File: src/rtl/apb_regfile_wait.sv
`default_nettype none
// ============================================================================
//  Module      : apb_regfile_wait
//  Description : Parametrised APB3 slave register file with configurable
//                wait states, PSLVERR on out-of-range or read-only writes,
//                and read-only status words taken from the core.
//  Revision    : 1.0 - initial release
// ----------------------------------------------------------------------------
//  Parameters
//    ADDR_W      : byte address width; word index = I_PADDR[ADDR_W-1:2]
//    NUM_REGS    : number of 32-bit registers (1 .. 2**(ADDR_W-2))
//    WAIT_STATES : PREADY-low cycles per access phase (0 .. 15)
//    RO_MASK     : bit n set -> register n is read-only, reads I_STATUS word n
//  Optional build macro
//    APB_PSTRB_EN : when defined, writes honour I_PSTRB byte lanes;
//                   when undefined, every write updates all four bytes.
//  Ports
//    I_PCLK     in  1            clock, rising edge
//    I_PRESET   in  1            synchronous active-high reset
//    I_PSEL     in  1            APB select
//    I_PENABLE  in  1            APB enable
//    I_PWRITE   in  1            1 = write, 0 = read
//    I_PADDR    in  ADDR_W       byte address (bits [1:0] ignored)
//    I_PWDATA   in  32           write data
//    I_PSTRB    in  4            byte strobes (APB_PSTRB_EN only)
//    I_STATUS   in  NUM_REGS*32  status words from the core
//    O_PRDATA   out 32           read data, non-zero only in the ready cycle
//    O_PREADY   out 1            transfer complete
//    O_PSLVERR  out 1            error flag, only while O_PREADY is high
//    O_REGS     out NUM_REGS*32  flat RW register contents (RO words read 0)
//    O_WR_STB   out NUM_REGS     one-cycle pulse per committed write
// ============================================================================
module apb_regfile_wait #(
    parameter int                  ADDR_W      = 8,
    parameter int                  NUM_REGS    = 16,
    parameter int                  WAIT_STATES = 0,
    parameter logic [NUM_REGS-1:0] RO_MASK     = {NUM_REGS{1'b0}}
) (
    input  logic                     I_PCLK,
    input  logic                     I_PRESET,
    input  logic                     I_PSEL,
    input  logic                     I_PENABLE,
    input  logic                     I_PWRITE,
    input  logic [ADDR_W-1:0]        I_PADDR,
    input  logic [31:0]              I_PWDATA,
    input  logic [3:0]               I_PSTRB,
    input  logic [NUM_REGS*32-1:0]   I_STATUS,
    output logic [31:0]              O_PRDATA,
    output logic                     O_PREADY,
    output logic                     O_PSLVERR,
    output logic [NUM_REGS*32-1:0]   O_REGS,
    output logic [NUM_REGS-1:0]      O_WR_STB
);

    localparam int                IDX_W      = ADDR_W - 2;
    localparam logic [3:0]        C_WAIT     = WAIT_STATES[3:0];
    // One extra bit so NUM_REGS == 2**IDX_W is still representable.
    localparam logic [IDX_W:0]    C_NUM_REGS = NUM_REGS[IDX_W:0];

    typedef enum logic [0:0] {
        S_IDLE   = 1'b0,
        S_ACCESS = 1'b1
    } state_t;

    state_t                r_state;
    state_t                w_state_nxt;
    logic [3:0]            r_cnt;
    logic [3:0]            w_cnt_nxt;
    logic [NUM_REGS-1:0]   r_wr_stb;

    logic [IDX_W:0]        w_idx;
    logic [NUM_REGS-1:0]   w_sel;
    logic                  w_oob;
    logic                  w_ro_hit;
    logic                  w_ready;
    logic                  w_err;
    logic                  w_commit;
    logic [31:0]           w_bmask;
    logic [31:0]           w_rd_mux;
    logic [31:0]           w_rd_word [NUM_REGS];
    logic                  w_unused_bits;

    // ------------------------------------------------------------------
    // Address decode
    // ------------------------------------------------------------------
    assign w_idx    = {1'b0, I_PADDR[ADDR_W-1:2]};
    assign w_oob    = (w_idx >= C_NUM_REGS);
    assign w_ro_hit = |(w_sel & RO_MASK);

    generate
        for (genvar n = 0; n < NUM_REGS; n++) begin : g_sel
            localparam logic [IDX_W:0] C_IDX = (IDX_W + 1)'(n);
            assign w_sel[n] = (w_idx == C_IDX);
        end
    endgenerate

    // ------------------------------------------------------------------
    // Ready / error / commit qualification.  Reset masks the ready cycle
    // so an access interrupted by reset neither completes nor writes.
    // ------------------------------------------------------------------
    assign w_ready  = (r_state == S_ACCESS) && I_PSEL && I_PENABLE &&
                      (r_cnt == 4'd0) && !I_PRESET;
    assign w_err    = w_ready && (w_oob || (I_PWRITE && w_ro_hit));
    assign w_commit = w_ready && I_PWRITE && !w_oob && !w_ro_hit;

`ifdef APB_PSTRB_EN
    assign w_bmask = {{8{I_PSTRB[3]}}, {8{I_PSTRB[2]}},
                      {8{I_PSTRB[1]}}, {8{I_PSTRB[0]}}};
`else
    assign w_bmask = 32'hFFFF_FFFF;
`endif

    // Address LSBs, strobes in the default build and status words of RW
    // registers carry no meaning here.
    assign w_unused_bits = ^{I_PADDR[1:0], I_PSTRB, I_STATUS};

    // ------------------------------------------------------------------
    // FSM: state and wait counter register
    // ------------------------------------------------------------------
    always_ff @(posedge I_PCLK) begin
        if (I_PRESET) begin
            r_state <= S_IDLE;
            r_cnt   <= 4'd0;
        end else begin
            r_state <= w_state_nxt;
            r_cnt   <= w_cnt_nxt;
        end
    end

    // FSM: next state and counter
    always_comb begin
        w_state_nxt = r_state;
        w_cnt_nxt   = r_cnt;
        case (r_state)
            S_IDLE: begin
                // PSEL with PENABLE but no preceding setup is ignored.
                if (I_PSEL && !I_PENABLE) begin
                    w_state_nxt = S_ACCESS;
                    w_cnt_nxt   = C_WAIT;
                end
            end
            S_ACCESS: begin
                if (!I_PSEL) begin
                    w_state_nxt = S_IDLE;        // abort, nothing committed
                    w_cnt_nxt   = 4'd0;
                end else if (!I_PENABLE) begin
                    w_cnt_nxt   = C_WAIT;        // fresh setup phase
                end else if (r_cnt != 4'd0) begin
                    w_cnt_nxt   = r_cnt - 4'd1;
                end else begin
                    w_state_nxt = S_IDLE;        // ready cycle completes
                end
            end
            default: begin
                w_state_nxt = S_IDLE;
                w_cnt_nxt   = 4'd0;
            end
        endcase
    end

    // ------------------------------------------------------------------
    // Register storage
    // ------------------------------------------------------------------
    generate
        for (genvar n = 0; n < NUM_REGS; n++) begin : g_reg
            if (RO_MASK[n]) begin : g_ro
                assign w_rd_word[n]        = I_STATUS[32*n +: 32];
                assign O_REGS[32*n +: 32]  = 32'd0;
            end else begin : g_rw
                logic [31:0] r_reg;
                always_ff @(posedge I_PCLK) begin
                    if (I_PRESET) begin
                        r_reg <= 32'd0;
                    end else if (w_commit && w_sel[n]) begin
                        r_reg <= (r_reg & ~w_bmask) | (I_PWDATA & w_bmask);
                    end
                end
                assign w_rd_word[n]        = r_reg;
                assign O_REGS[32*n +: 32]  = r_reg;
            end
        end
    endgenerate

    // ------------------------------------------------------------------
    // Write strobes: pulse in the cycle after the commit edge
    // ------------------------------------------------------------------
    always_ff @(posedge I_PCLK) begin
        if (I_PRESET) begin
            r_wr_stb <= '0;
        end else if (w_commit) begin
            r_wr_stb <= w_sel;
        end else begin
            r_wr_stb <= '0;
        end
    end

    // ------------------------------------------------------------------
    // Read path
    // ------------------------------------------------------------------
    always_comb begin
        w_rd_mux = 32'd0;
        for (int k = 0; k < NUM_REGS; k++) begin
            if (w_sel[k]) begin
                w_rd_mux = w_rd_word[k];
            end
        end
    end

    assign O_PRDATA  = (w_ready && !I_PWRITE && !w_oob) ? w_rd_mux : 32'd0;
    assign O_PREADY  = w_ready;
    assign O_PSLVERR = w_err;
    assign O_WR_STB  = r_wr_stb;

endmodule
`default_nettype wire

File: config.mk
export PLATFORM = sky130hd
export DESIGN_NAME = apb_regfile_wait
export DESIGN_NICKNAME = d
export VERILOG_FILES = /design/src/rtl/apb_regfile_wait.sv
export SDC_FILE = /design/constraint.sdc
export NUM_CORES = 1
export LEC_CHECK = 0
export CORE_AREA = 2 2 440 442
export CTS_CLUSTER_DIAMETER = 120
export DETAILED_ROUTE_END_ITERATION = 16
export DIE_AREA = 0 0 442 444
export SETUP_SLACK_MARGIN = 0.1
export SLEW_MARGIN = 20
export SYNTH_ARGS = -nofsm -noshare
export SYNTH_HDL_FRONTEND = slang
export SYNTH_SLANG_ARGS = --single-unit
File: constraint.sdc
create_clock -name I_PCLK -period 2.5 [get_ports I_PCLK]
set_input_delay 0.5 -clock I_PCLK [delete_from_list [all_inputs] [get_ports I_PCLK]]
set_output_delay 0.5 -clock I_PCLK [all_outputs]
set_load 0.005 [all_outputs]
==> results.ini, run 1 <==
[placed_design]
placement.io_buffers=604
place.gp.congestion=0.947
detailed_place_hpwl_um=154000
dpl.cell_count=6335
area_after_dpl_sq_um=35500

[floorplan]
dieHeight_um=444
core-area_sq_um=192000
num_rows=161
initial_core_util_pct=12.0
die_width_um=442
die_outline_area_sq_um=196000
num_io_pins=1123

[cts]
worst_setup_hold_path_clk_slew_ns=0.06
clock_sinks=533
tritoncts.num_buffers=57
post_cts_hold_fix_bufs=0
clock_tree_from_tritoncts=built
maximum_count_of_clock_buffers_along_a_single_path=3
insertion_delay_ns=0.67
cts_max_level=2
cts.root.buffer_cell=sky130_fd_sc_hd__clkbuf_16

[finish]
area_of_all_sequential_standard_cells_sq_um=10700
largest_register_ff_count=512
area.growth.synth_to_final_pct=84.9
nFillCells=20700
finalInstanceArea_sq_um=42500
drive_above_1_share_pct=31.5
post-route-util_pct=22.2
design.final.nets=4558
finish.cell_count_without_fillers=6570
total_area_of_multi_input_combinational_cells_sq_um=13400

[logic_synthesis]
post_synth_instance_area_sq_um=23000
synth_nets=3575
syn-mean-instance-area_sq_um=7.63
yosys.cell_types.count=70
seq_cells_post_synth=533
synth-warning-count=0
async_reset_ff_share_pct=0
post_synth_inst_count=3013
synth_seq_area_share_pct=46.4
synth_enable_flop_cells=0
dominantRegCellSynth=sky130_fd_sc_hd__dfxtp_1

[status]
violations=slew limit, setup timing
status=finished, violations left

[power]
power.static_leakage_nw=15.0
cellPowerDensity_nw_per_um2=441
vdd.ir_drop.worst_uv=534

[timing]
max_freq_mhz=288
period_minus_slack_ns=3.47
report.final.slew_viol_count=40
timing.final.hold_violations=0
slew-limit-headroom_pct=-3.70
final_critical_path_setup_slack_ns=-0.966
finalSetupViolations=525
grt_setup_unrepaired=yes
final_tns_setup_ns=-132.55
finalClockSkew_ns=0.0460
timing_worst_slew_pin_value_ns=1.56
final.period_utilization_pct=139

[critical_path]
timing.setup.critical_path_class=reg -> out
slowest_stage=sky130_fd_sc_hd__or3b_4
critPathCaptureType=primary output
worst_path_largest_cell_delay_ns=0.39
worst_setup_sp_type=flop
data_arrival_time_of_the_critical_path_ns=2.97
timing.critical_path.cells=inv_2 > ha_4 > or3b_4 > nor3_4 > nand2_2 > or2_4 > buf_12 > buf_8 > a311oi_2 > buf_4 > buf_6
worst-path-max-fanout=4
crit_path_required_time_ns=2.00

[routing]
via_per_inst=4.40
remaining_drc_errors=0
wirelength_um=201000
detailroute.via_count=28900
first_pass_iteration_count_of_the_detailed_router=9
drt_first_iter_violations=3741
drt-wirelength-per-cell_um=30.6
final_antenna_net_count=0

[global_route]
antenna_violations_before_repair=12
grt_remaining_overflow=0
grt_util_all_layers_pct=18.9
grt_max_degree=195
grt_pass1_vias=26000
grt_first_pass_wirelength_um=254000

[hold_path]
hold_path.class=in -> reg

[run]
max_cap_violations=0

-- power by group --
part           internal (mW)  leakage (nW)  switching, mW
registers               8.49          4.29        0.00355
logic                  0.412          9.76          0.895
clock network           5.00         0.943           3.94
-- per-stage QoR --
step	setup WS [ns]	power (mW)	hold WS, ns
floorplan	-0.0419	9.21	0.461
global placement	-1.56	9.83	0.455
detailed placement	-1.61	9.83	0.464
CTS	-0.997	18.7	0.333
global route	-1.03	19.2	0.372
finish	-0.966	18.8	0.374
-- synth_stat cells (6+ instances only) --
library cell | instances | area, sq um
sky130_fd_sc_hd__nand2_1 | 1106 | 4150
sky130_fd_sc_hd__a21oi_1 | 592 | 2960
sky130_fd_sc_hd__dfxtp_1 | 533 | 10700
sky130_fd_sc_hd__clkbuf_1 | 170 | 638
sky130_fd_sc_hd__buf_2 | 97 | 485
sky130_fd_sc_hd__nor2_1 | 62 | 233
sky130_fd_sc_hd__a22oi_1 | 53 | 398
sky130_fd_sc_hd__o22ai_1 | 40 | 250
sky130_fd_sc_hd__o21ai_0 | 38 | 190
sky130_fd_sc_hd__mux4_2 | 29 | 653
sky130_fd_sc_hd__a221oi_1 | 27 | 236
sky130_fd_sc_hd__mux2i_1 | 26 | 260
sky130_fd_sc_hd__mux2_2 | 22 | 248
sky130_fd_sc_hd__buf_4 | 17 | 128
sky130_fd_sc_hd__inv_2 | 14 | 52.6
sky130_fd_sc_hd__nand3_1 | 11 | 55.1
sky130_fd_sc_hd__a211oi_1 | 9 | 67.6
sky130_fd_sc_hd__a31oi_1 | 9 | 56.3
sky130_fd_sc_hd__inv_1 | 9 | 33.8
sky130_fd_sc_hd__nand2_2 | 9 | 56.3
sky130_fd_sc_hd__nor3_1 | 9 | 45.0
sky130_fd_sc_hd__o211ai_1 | 9 | 67.6
sky130_fd_sc_hd__buf_1 | 8 | 30.0
sky130_fd_sc_hd__nand2b_1 | 7 | 43.8
sky130_fd_sc_hd__o2bb2ai_1 | 7 | 61.3
sky130_fd_sc_hd__a222oi_1 | 6 | 60.1
-- cell type report --
class	count	area share [%]
Multi-Input combinational cell	2161	31.6
Timing Repair Buffer	1220	30.8
Sequential cell	533	25.1
Tap cell	2526	7.44
Clock buffer	79	3.86
Clock inverter	23	0.610
Inverter	23	0.548
Antenna cell	5	0.0295
-- layout by cell type, fill, tap and decap left out, types with 8 or more instances in the layout --
cell type	count
sky130_fd_sc_hd__mux2i_1	26
sky130_fd_sc_hd__clkdlybuf4s50_1	556
sky130_fd_sc_hd__a221oi_1	25
sky130_fd_sc_hd__dfxtp_1	532
sky130_fd_sc_hd__buf_12	103
sky130_fd_sc_hd__buf_8	15
sky130_fd_sc_hd__a22oi_1	53
sky130_fd_sc_hd__nand2_2	47
sky130_fd_sc_hd__nand3_1	10
sky130_fd_sc_hd__o211ai_1	9
sky130_fd_sc_hd__a21oi_4	8
sky130_fd_sc_hd__a21oi_1	418
sky130_fd_sc_hd__buf_4	422
sky130_fd_sc_hd__inv_6	8
sky130_fd_sc_hd__buf_6	67
sky130_fd_sc_hd__clkinv_2	10
sky130_fd_sc_hd__o22ai_1	38
sky130_fd_sc_hd__clkbuf_8	13
sky130_fd_sc_hd__clkbuf_16	73
sky130_fd_sc_hd__nand2_4	162
sky130_fd_sc_hd__clkbuf_1	9
sky130_fd_sc_hd__a21oi_2	166
sky130_fd_sc_hd__mux2_2	22
sky130_fd_sc_hd__o21ai_0	27
sky130_fd_sc_hd__nor2_1	55
sky130_fd_sc_hd__buf_16	30
sky130_fd_sc_hd__nor2_4	9
sky130_fd_sc_hd__nand2_1	900
sky130_fd_sc_hd__mux4_2	29
-- metal layers --
metal / up-vias / wire, um / GRT usage [%]
met5: - / 47 / 0
met4: 8 / 8810 / 6.49
met3: 348 / 24500 / 7.07
met2: 1839 / 92900 / 31.6
met1: 14500 / 74700 / 22.1
li1: 12200 / - / -
-- worst paths after layout --
path / from / to / slack (ns) / depth (start not counted)
hold / removal: I_PRESET / r_state$_SDFF_PP0_ / 0.37 / 4
setup / recovery: r_cnt[0]$_SDFFE_PP0P_ / O_PRDATA[27] / -0.97 / 11
hold reg to reg: g_reg[13].g_rw.r_reg[2]$_SDFFE_PP0P_ / g_reg[13].g_rw.r_reg[2]$_SDFFE_PP0P_ / 0.47 / 2
setup reg to reg: r_cnt[0]$_SDFFE_PP0P_ / g_reg[0].g_rw.r_reg[22]$_SDFFE_PP0P_ / -0.33 / 16
-- kinds of logic after synthesis --
group | after synthesis | synth area share (%)
xor gates and xnor gates | 3 | 0.114
muxes | 77 | 5.05
and+or+nand+nor | 1252 | 21.8
buffers and inverters | 319 | 6.16
adders and majority gates | 1 | 0.0544
AOI/OAI and AO/OA | 828 | 20.4
DFF | 533 | 46.4
-- what timing repair did --
action                                  in CTS  in global routing
gates cloned                                25                 19
endpoints found under the setup margin     576                609
pin swaps                                   87                225
resized for setup                          460                534
endpoints found under the hold margin        0                  0
buffers inserted                            49                 41
-- critical path: cells and delay by family, from the launching register on --
kind | cells | cell delay, ns
and+or+nand+nor | 4 | 0.98
AOI/OAI and AO/OA | 1 | 0.21
DFF | 1 | 0.33
adders and majority gates | 1 | 0.12
buffers and inverters | 5 | 0.67
(Power assumes the default switching activity.)
==> run 2: changes to the inputs <==
- CORE_AREA: 2 2 440 442 -> 2 2 431 433
- DIE_AREA: 0 0 442 444 -> 0 0 433 435
- TNS_END_PERCENT: default -> 10
- clock period: 2.5 -> 3.21 ns (I/O delays scaled with it)
==> run 2 against run 1 <==
The flow finishes with violations (setup timing). Critical path depth up 2. Via count down 6.6%. Routed wire length down 4.8%. Die area down 4.0%. Power down 16%. Worst setup slack better by 0.34 ns. Worst hold slack better by 0.093 ns. Register-to-register slack better by 0.57 ns. Critical endpoint is now O_PRDATA[2]. Cell area down 11%. Non-clock buffer count down 222.
==> results.ini, run 2 (same netlist as run 1, synthesis figures left out) <==
[status]
status=finished, violations left
violations=setup timing

[floorplan]
die_outline_area_sq_um=188000
initial_core_util_pct=12.5
dieHeight_um=435
die_width_um=433
num_rows=158
num_io_pins=1123
core-area_sq_um=184000

[timing]
final_critical_path_setup_slack_ns=-0.628
period_minus_slack_ns=3.84
timing_worst_slew_pin_value_ns=1.18
finalSetupViolations=32
minimum_hold_slack_ns=0.468
grt_setup_unrepaired=yes
report.final.slew_viol_count=0
finalClockSkew_ns=0.0304
max_freq_mhz=261
timing.final.hold_violations=0
slew-limit-headroom_pct=21.3
final.period_utilization_pct=120

[critical_path]
critPathCaptureType=primary output
crit_path_required_time_ns=2.57
worst_path_largest_cell_delay_ns=0.39
worst-path-max-fanout=4
timing.critical_path.cells=inv_2 > ha_4 > or3b_4 > nor3_4 > buf_12 > nand2_8 > or2_4 > buf_4 > buf_6 > buf_6 > a21oi_2 > buf_4 > buf_6
data_arrival_time_of_the_critical_path_ns=3.20
crit_family=simple AND/OR/NAND/NOR gates
worst_setup_sp_type=flop
timing.setup.critical_path_class=reg -> out
critical_path_buf_inv_count=7
slowest_stage=sky130_fd_sc_hd__or3b_4
timing.critical_path.mode_cell=sky130_fd_sc_hd__buf_6

[routing]
remaining_drc_errors=0
drt-wirelength-per-cell_um=30.3
final_antenna_net_count=0
wirelength_um=192000
drt_first_iter_violations=3440
first_pass_iteration_count_of_the_detailed_router=6
detailroute.via_count=27000
via_per_inst=4.27

[cts]
worst_setup_hold_path_clk_slew_ns=0.06
insertion_delay_ns=0.68
clock_tree_from_tritoncts=built
tritoncts.num_buffers=67
post_cts_hold_fix_bufs=0
cts.root.buffer_cell=sky130_fd_sc_hd__clkbuf_16
cts_max_level=3
clock_sinks=533
maximum_count_of_clock_buffers_along_a_single_path=3

[placed_design]
detailed_place_hpwl_um=154000
place.gp.congestion=0.954
placement.io_buffers=604

[global_route]
grt_first_pass_wirelength_um=248000
grt_pass1_vias=24800
grt_max_degree=195
grt_util_all_layers_pct=19.6
grt_remaining_overflow=0
antenna_violations_before_repair=11

[power]
cellPowerDensity_nw_per_um2=419
power.static_leakage_nw=12.4
p_comb_share_pct=6.2
vdd.ir_drop.worst_uv=408
switching_power_mw=4.11
switching_share_pct=26.0
clock_power_share_pct=51.9
power_frac_seq_pct=41.9
intPower_mw=11.7
fin_total_pwr_mw=15.8

[finish]
drive_above_1_share_pct=18.5
design.final.nets=4347
commonest_cells_after_routing_fill_and_taps_aside=sky130_fd_sc_hd__nand2_1, sky130_fd_sc_hd__a21oi_1, sky130_fd_sc_hd__clkdlybuf4s50_1, sky130_fd_sc_hd__dfxtp_1, sky130_fd_sc_hd__buf_4
largest_register_ff_count=512
nFillCells=20300
area.growth.synth_to_final_pct=64.1
final_common_cell=sky130_fd_sc_hd__nand2_1

[run]
max_cap_violations=0

[hold_path]
hold_path.class=in -> reg

[run 2: cell types whose count changed in the layout (fill, tap and decap cells not counted), moves of 7 or more]
cell                              before   now
sky130_fd_sc_hd__inv_2                 4    17
sky130_fd_sc_hd__buf_6                67    42
sky130_fd_sc_hd__nand2_2              47    10
sky130_fd_sc_hd__a21oi_1             418   578
sky130_fd_sc_hd__buf_4               422   301
sky130_fd_sc_hd__nand2_1             900  1104
sky130_fd_sc_hd__inv_6                 8     1
sky130_fd_sc_hd__clkdlybuf4s50_1     556   563
sky130_fd_sc_hd__buf_12              103    80
sky130_fd_sc_hd__a21oi_2             166     8
sky130_fd_sc_hd__buf_8                15     3
sky130_fd_sc_hd__buf_16               30     0
sky130_fd_sc_hd__nand2_4             162     1
[run 2: path summary, 6_finish.rpt]
kind | endpoint | cells after the start | from | slack (ns)
worst max-delay path | O_PRDATA[2] | 13 | r_cnt[0]$_SDFFE_PP0P_ | -0.63
worst min-delay path | r_state$_SDFF_PP0_ | 4 | I_PRESET | 0.47
worst max register to register | g_reg[12].g_rw.r_reg[31]$_SDFFE_PP0P_ | 13 | r_cnt[0]$_SDFFE_PP0P_ | 0.24
worst min register to register | g_reg[8].g_rw.r_reg[19]$_SDFFE_PP0P_ | 2 | g_reg[8].g_rw.r_reg[19]$_SDFFE_PP0P_ | 0.47
[run 2: power groups by stage]
stage | combinational [mW] | sequential (mW) | clock (mW)
6_report | 0.972 | 6.62 | 8.20
3_3_place_gp | 0.911 | 6.77 | 0
2_1_floorplan | 0.394 | 6.77 | 0
5_1_grt | 0.999 | 6.62 | 8.55
4_1_cts | 0.941 | 6.62 | 8.32
3_5_place_dp | 0.912 | 6.77 | 0
[run 2: final cells by class]
cell class                 instances  area (sq um)  share of cell area [%]
inverter                          23          86.3                   0.229
tap                             2480          3100                    8.23
multi-input combinational       2162         11400                    30.3
timing repair buffer             998         10100                    26.7
sequential                       533         10700                    28.3
clock buffer                      90          1880                    5.00
antenna                            3          7.51                  0.0199
clock inverter                    32           443                    1.17
[run 2: worst reg2reg max path, cell delays in order, from the launching register on]
cell and delay [ns]:
sky130_fd_sc_hd__dfxtp_2 0.33, sky130_fd_sc_hd__inv_2 0.07, sky130_fd_sc_hd__ha_4 0.12, sky130_fd_sc_hd__or3b_4 0.39, sky130_fd_sc_hd__nor3_4 0.29, sky130_fd_sc_hd__buf_12 0.16, sky130_fd_sc_hd__buf_4 0.13, sky130_fd_sc_hd__and3_1 0.28
sky130_fd_sc_hd__buf_4 0.32, sky130_fd_sc_hd__nand2_2 0.18, sky130_fd_sc_hd__inv_2 0.19, sky130_fd_sc_hd__buf_12 0.18, sky130_fd_sc_hd__nand2_1 0.09, sky130_fd_sc_hd__a21oi_1 0.15
[run 2: metrics by stage]
step / std cells / TNS [ns] / cell area, sq um / util (%) / setup slack, ns
finish: 6321 / -13.41 / 37700 / 20.5 / -0.628
global route: 6320 / -15.52 / 37700 / 20.5 / -0.686
floorplan: 3013 / 0 / 23000 / - / 0.198
CTS: 6304 / -15.59 / 37400 / 20.3 / -0.723
detailed placement: 6165 / -85.97 / 34500 / 18.8 / -1.47
global placement: 6165 / -68.41 / 34500 / 18.8 / -1.50
[run 2: repair_timing]
| item | 4_1_cts | 5_1_grt |
|---|---|---|
| gates cloned | 1 | 0 |
| setup buffers | 16 | 14 |
| gates resized for setup | 131 | 64 |
| endpoints found under the setup margin | 34 | 33 |
| pin swaps | 35 | 20 |
[run 2: routing by layer]
metal	wire, um	track usage, %	up-vias
met5	9	0	-
met4	9850	8.94	2
met3	23400	7.51	292
met2	77100	27.7	1721
met1	81200	25.9	13300
li1	-	-	11700
